File: config.mk
export PLATFORM = sky130hd
export DESIGN_NAME = fetch_stage
export DESIGN_NICKNAME = d
export VERILOG_FILES = /design/src/rtl/fetch_stage.sv
export SDC_FILE = /design/constraint.sdc
export NUM_CORES = 1
export LEC_CHECK = 0
export ABC_AREA = 0
export CORE_UTILIZATION = 40
export DETAILED_ROUTE_END_ITERATION = 10
export PLACE_DENSITY = 0.62
export RECOVER_POWER = 100
export SETUP_SLACK_MARGIN = 0.02
export SKIP_CTS_REPAIR_TIMING = 1
export SYNTH_ARGS = -nofsm -noshare
export SYNTH_HDL_FRONTEND = slang
export SYNTH_SLANG_ARGS = --single-unit
File: constraint.sdc
create_clock -name clk -period 3.63 [get_ports clk]
set_input_delay 0.726 -clock clk [delete_from_list [all_inputs] [get_ports clk]]
set_output_delay 0.726 -clock clk [all_outputs]
set_load 0.005 [all_outputs]
File: src/rtl/fetch_stage.sv
// fetch_stage: instruction fetch with one outstanding imem request,
// one-entry fetch buffer and IF/ID register.
//
// Ports:
//   clk, rst_n            clock, async active-low reset
//   StallD, FlushD        hazard unit hold / invalidate of IF/ID
//   PCSrcE, PCTargetE     redirect from execute
//   ImemReq, ImemAddr     request valid and address (= PCF)
//   ImemGnt               request accepted this cycle
//   ImemRValid, ImemRData response valid and instruction
//   InstrD, PCD, PCPlus4D, ValidD  IF/ID register outputs
// Optional (FETCH_PERF_CNT_EN):
//   FetchCount, FetchStallCount  accepted fetches / stalled cycles
module fetch_stage #(
  parameter logic [31:0] RESET_PC  = 32'h0000_0000,
  parameter logic [31:0] NOP_INSTR = 32'h0000_0013
) (
  input  logic        clk,
  input  logic        rst_n,
  input  logic        StallD,
  input  logic        FlushD,
  input  logic        PCSrcE,
  input  logic [31:0] PCTargetE,
  output logic        ImemReq,
  output logic [31:0] ImemAddr,
  input  logic        ImemGnt,
  input  logic        ImemRValid,
  input  logic [31:0] ImemRData,
  output logic [31:0] InstrD,
  output logic [31:0] PCD,
  output logic [31:0] PCPlus4D,
  output logic        ValidD
`ifdef FETCH_PERF_CNT_EN
  ,
  output logic [31:0] FetchCount,
  output logic [31:0] FetchStallCount
`endif
);

  typedef enum logic [1:0] {
    S_IDLE,
    S_REQ,
    S_WAIT
  } state_t;

  state_t      state;
  logic [31:0] pcf;
  logic [31:0] pend_pc;
  logic        kill;
  logic        buf_valid;
  logic [31:0] buf_instr;
  logic [31:0] buf_pc;

  logic        gnt;
  logic        rsp_ok;
  logic        id_free;
  logic        drain;
  logic        buf_wr;
  logic [31:0] pc_tgt;

  assign pc_tgt   = PCTargetE & 32'hFFFF_FFFC;
  assign ImemReq  = (state == S_REQ) && !buf_valid;
  assign ImemAddr = pcf;
  assign gnt      = ImemReq && ImemGnt;
  // a response is kept only if no kill is pending and no redirect now
  assign rsp_ok   = (state == S_WAIT) && ImemRValid
                    && !kill && !PCSrcE;
  assign id_free  = !ValidD || !StallD;
  assign drain    = buf_valid && id_free && !FlushD && !PCSrcE;
  // buffer takes the response whenever it cannot go straight to ID
  assign buf_wr   = rsp_ok && (drain || FlushD || !id_free);

  always_ff @(posedge clk or negedge rst_n) begin
    if (!rst_n) begin
      state     <= S_IDLE;
      pcf       <= RESET_PC;
      pend_pc   <= 32'd0;
      kill      <= 1'b0;
      buf_valid <= 1'b0;
      buf_instr <= 32'd0;
      buf_pc    <= 32'd0;
      ValidD    <= 1'b0;
      InstrD    <= NOP_INSTR;
      PCD       <= 32'd0;
      PCPlus4D  <= 32'd0;
    end else begin
      unique case (state)
        S_IDLE: state <= S_REQ;
        S_REQ: begin
          if (gnt) begin
            state   <= S_WAIT;
            pend_pc <= pcf;
            // grant alongside redirect: request is in flight but dead
            kill    <= PCSrcE;
          end
        end
        S_WAIT: begin
          if (ImemRValid) begin
            state <= S_REQ;
            kill  <= 1'b0;
          end else if (PCSrcE) begin
            kill  <= 1'b1;
          end
        end
        default: state <= S_IDLE;
      endcase

      if (PCSrcE)
        pcf <= pc_tgt;
      else if (gnt)
        pcf <= pcf + 32'd4;

      if (PCSrcE)
        buf_valid <= 1'b0;
      else if (buf_wr)
        buf_valid <= 1'b1;
      else if (drain)
        buf_valid <= 1'b0;

      if (buf_wr) begin
        buf_instr <= ImemRData;
        buf_pc    <= pend_pc;
      end

      if (FlushD) begin
        ValidD <= 1'b0;
        InstrD <= NOP_INSTR;
      end else if (drain) begin
        ValidD   <= 1'b1;
        InstrD   <= buf_instr;
        PCD      <= buf_pc;
        PCPlus4D <= buf_pc + 32'd4;
      end else if (id_free) begin
        if (rsp_ok) begin
          ValidD   <= 1'b1;
          InstrD   <= ImemRData;
          PCD      <= pend_pc;
          PCPlus4D <= pend_pc + 32'd4;
        end else begin
          ValidD <= 1'b0;
          InstrD <= NOP_INSTR;
        end
      end
    end
  end

`ifdef FETCH_PERF_CNT_EN
  always_ff @(posedge clk or negedge rst_n) begin
    if (!rst_n) begin
      FetchCount      <= 32'd0;
      FetchStallCount <= 32'd0;
    end else begin
      if (rsp_ok)
        FetchCount <= FetchCount + 32'd1;
      if ((ImemReq && !ImemGnt) || (buf_valid && StallD))
        FetchStallCount <= FetchStallCount + 32'd1;
    end
  end
`endif

endmodule

==> metrics.csv, run 1 <==
stage,metric,value,unit
global_route,first-pass GRT wire length,44.16,mm
flow_run,Max Cap Viol,1,
floorplanning,die area,26530,um^2
clocking,Worst-Skew Late Latency,0.51,ns
sta,Sum Neg Setup Slack,0,ns
place,number of port buffers,192,
cells_and_area,fraction of layout cells with a size suffix above 1,0.1122,
detailed_routing,total number of vias,8442,
sta,Max Clock Skew,0.01692,ns
clocking,Clock Root Buffer,clkbuf_16,
cells_and_area,P&R area growth vs syn,29.70,%
logic_synthesis,Syn Inst Count,1018,
pwr,Leakage Power,6.262,nW
logic_synthesis,top_reg_cell synth,dfrtp_1,
floorplanning,Initial Util,0.4099,
floorplanning,Die Y,162.9,um
clocking,Longest Clk Path Bufs,3,
setup_path,crit-path max FO,45,
place,placed cells,1500,
sta,RSZ-0062 raised after global routing,false,
sta,# setup viols final,0,
global_route,grt ovf,0,
clocking,clock sink count,219,
setup_path,CP Data Arrival Time,3.56,ns
place,hpwl dp,19.29,mm
setup_path,Crit. End Element,flip-flop,
detailed_routing,detailed-route wire length per cell,17.96,um
logic_synthesis,Yosys cell types,67,
clocking,CTS tree,yes,
floorplanning,cell row count,58,
global_route,largest net degree at the start of global routing,99,
global_route,antenna violations before repair,1,
detailed_routing,vias per cell,5.471,
place,GP Congestion,0.8846,
cells_and_area,nets,1270,
floorplanning,core area,25250,um^2
logic_synthesis,Post-synth ARST share,1.000,
place,Placed Area,12640,um^2
clocking,H-tree depth,1,
sta,ratio of final minimum period to clock period,0.8716,
cells_and_area,fin util,0.5316,
sta,Slew Limit Headroom,-0.6559,
status,status,"complete, but fails checks",
detailed_routing,DR pass1 iterations,8,
status,failing checks,"capacitance limit, slew limit",
sta,Max Slew Vio Count,98,
sta,fmax,316.1,MHz
pwr,pwr dens,609.7,nW/um^2
global_route,vias in the first global route,8060,
logic_synthesis,"Seq/Total Area, Yosys",0.5298,
cells_and_area,final cell count without fillers,1543,
logic_synthesis,Mean Syn Cell Area,10.17,um^2
global_route,overall global routing resource usage,0.2095,
pwr,overall power,8.186,mW
setup_path,critical path class,in2reg,
setup_path,"Data required, critical path",4.03,ns
sta,post-layout minimum cycle time,3.164,ns
sta,Final Hold Viols,0,
detailed_routing,Routed Antenna Nets,0,
detailed_routing,Iteration-0 DRC Markers,610,
logic_synthesis,"EDFF count, synth",0,
logic_synthesis,Ys Warns,0,
detailed_routing,drc violations,0,
sta,Worst Tran Pin Value,2.484,ns
cells_and_area,design area,13430,um^2
min_path,Hold WC Path Type,reg2reg,
detailed_routing,Final Routed Wirelength,27.71,mm
clocking,CTS Buf Count,25,
clocking,"Reg clk slew, reported paths",0.06,ns
logic_synthesis,cell area after synthesis,10350,um^2
floorplanning,num ports,201,
logic_synthesis,"FF+latch count, synth",219,
setup_path,critical path startpoint category,primary input,
pwr,Worst VDD drop,0.0002831,V
floorplanning,Die Span X,162.9,um
-- report_power, final --
group	internal (mW)	total, mW	switching [mW]	leakage, nW
Clock	1.62	2.58	0.961	0.414
Sequential	3.09	3.73	0.640	2.88
Combinational	0.999	1.87	0.875	2.97
-- through the flow --
| step | hold slack, ns | worst slack (ns) |
|---|---|---|
| floorplan | 0.4304 | 0.3352 |
| global placement | 0.4597 | 0.3174 |
| detailed placement | 0.4648 | 0.2930 |
| CTS | 0.2874 | 0.8293 |
| global route | 0.4812 | 0.3931 |
| finish | 0.4682 | 0.4662 |
-- cells in the mapped netlist, drive strengths merged, types with 4 or more instances --
cell	n	area share
nand2	204	0.074
a21oi	16	0.0077
nand4	26	0.016
or3	7	0.0042
o31a	6	0.0051
xnor2	23	0.019
mux2i	18	0.017
nor3	14	0.0068
nor2	15	0.0054
nand2b	4	0.0024
nand3	35	0.017
inv	38	0.014
and3	17	0.010
a31oi	13	0.0079
mux2	64	0.070
and4	7	0.0059
dfrtp	216	0.52
clkbuf	50	0.018
nor4	21	0.014
buf	20	0.012
a222oi	31	0.030
or4	5	0.0040
o21ai	80	0.039
o31ai	11	0.0085
a21o	8	0.0058
o211ai	7	0.0051
o21a	4	0.0029
xor2	13	0.011
-- logic make-up after synthesis --
kind of cell,synth area share
multiplexers,0.08921
buffers and inverters,0.04448
AO/OA/AOI/OAI,0.1351
XOR/XNOR,0.03046
other,0.0003623
adder cells (fa/ha/maj),0.003384
AND/OR/NAND/NOR,0.1672
flip-flops,0.5298
-- worst max-delay path: stages --
cell and delay [ns]:
clkdlybuf4s50_1 0.48, a21o_1 0.23, nor2_4 0.12, clkbuf_2 0.90, mux2i_1 0.35, or3_1 0.44
a221o_1 0.32
-- layout make-up --
class | count | area (um^2)
Fill cell | 2332 | 11830
Sequential cell | 219 | 5484
Multi-Input combinational cell | 695 | 4432
Timing Repair Buffer | 217 | 2105
Clock buffer | 33 | 695.7
Tap cell | 330 | 412.9
Clock inverter | 9 | 147.6
Inverter | 39 | 146.4
Antenna cell | 1 | 2.502
-- worst paths after layout --
path | start | to | slack [ns] | depth (start not counted)
min in group asynchronous | rst_n | InstrD[5] | 0.96 | 1
min | PCD[19] | PCD[19] | 0.47 | 2
max reg2reg | buf_valid | PCPlus4D[14] | 0.74 | 6
max in group asynchronous | rst_n | InstrD[0] | 1.02 | 2
max | FlushD | PCPlus4D[14] | 0.47 | 7
min reg2reg | PCD[19] | PCD[19] | 0.47 | 2
-- registers in the layout, summed over array words and instances (netlist names), 2 cells and up --
signal	flops
buf_instr	32
InstrD	32
state	2
buf_pc	30
PCPlus4D	30
pend_pc	30
PCD	30
ImemAddr	30
-- routing by layer --
metal,global-route usage,routed length (um),part of all wire,vias up
met5,0,0,0,-
met4,0.05140,482,0.017,0
met3,0.02801,1790,0.065,35
met2,0.3153,12290,0.44,274
met1,0.3168,13140,0.47,4108
li1,-,-,-,4025
-- cell usage in the layout, fill, tap and decap left out, types with 7 or more instances in the layout --
cell,instances
inv_1,38
o21ai_0,79
and4_1,7
buf_4,12
a222oi_1,31
clkdlybuf4s50_1,64
xor2_1,13
nor2_1,13
mux2_2,63
dlygate4sd3_1,126
a31oi_1,13
mux2i_1,18
o31ai_1,10
a21o_1,8
clkbuf_16,25
o211ai_1,7
nor4_1,20
nand2_1,204
or3_1,7
nand4_1,26
dfrtp_1,216
and3_1,17
clkbuf_1,10
a21oi_1,15
nand3_1,35
xnor2_1,23
nor3_1,14
(Power assumes the default switching activity.)
==> inputs of run 2 (changes only) <==
Settings changed: ABC_CLOCK_PERIOD_IN_PS from default to 3630.
==> results of run 2 <==
The final DEF is identical to that of run 1; final timing and power are the same.
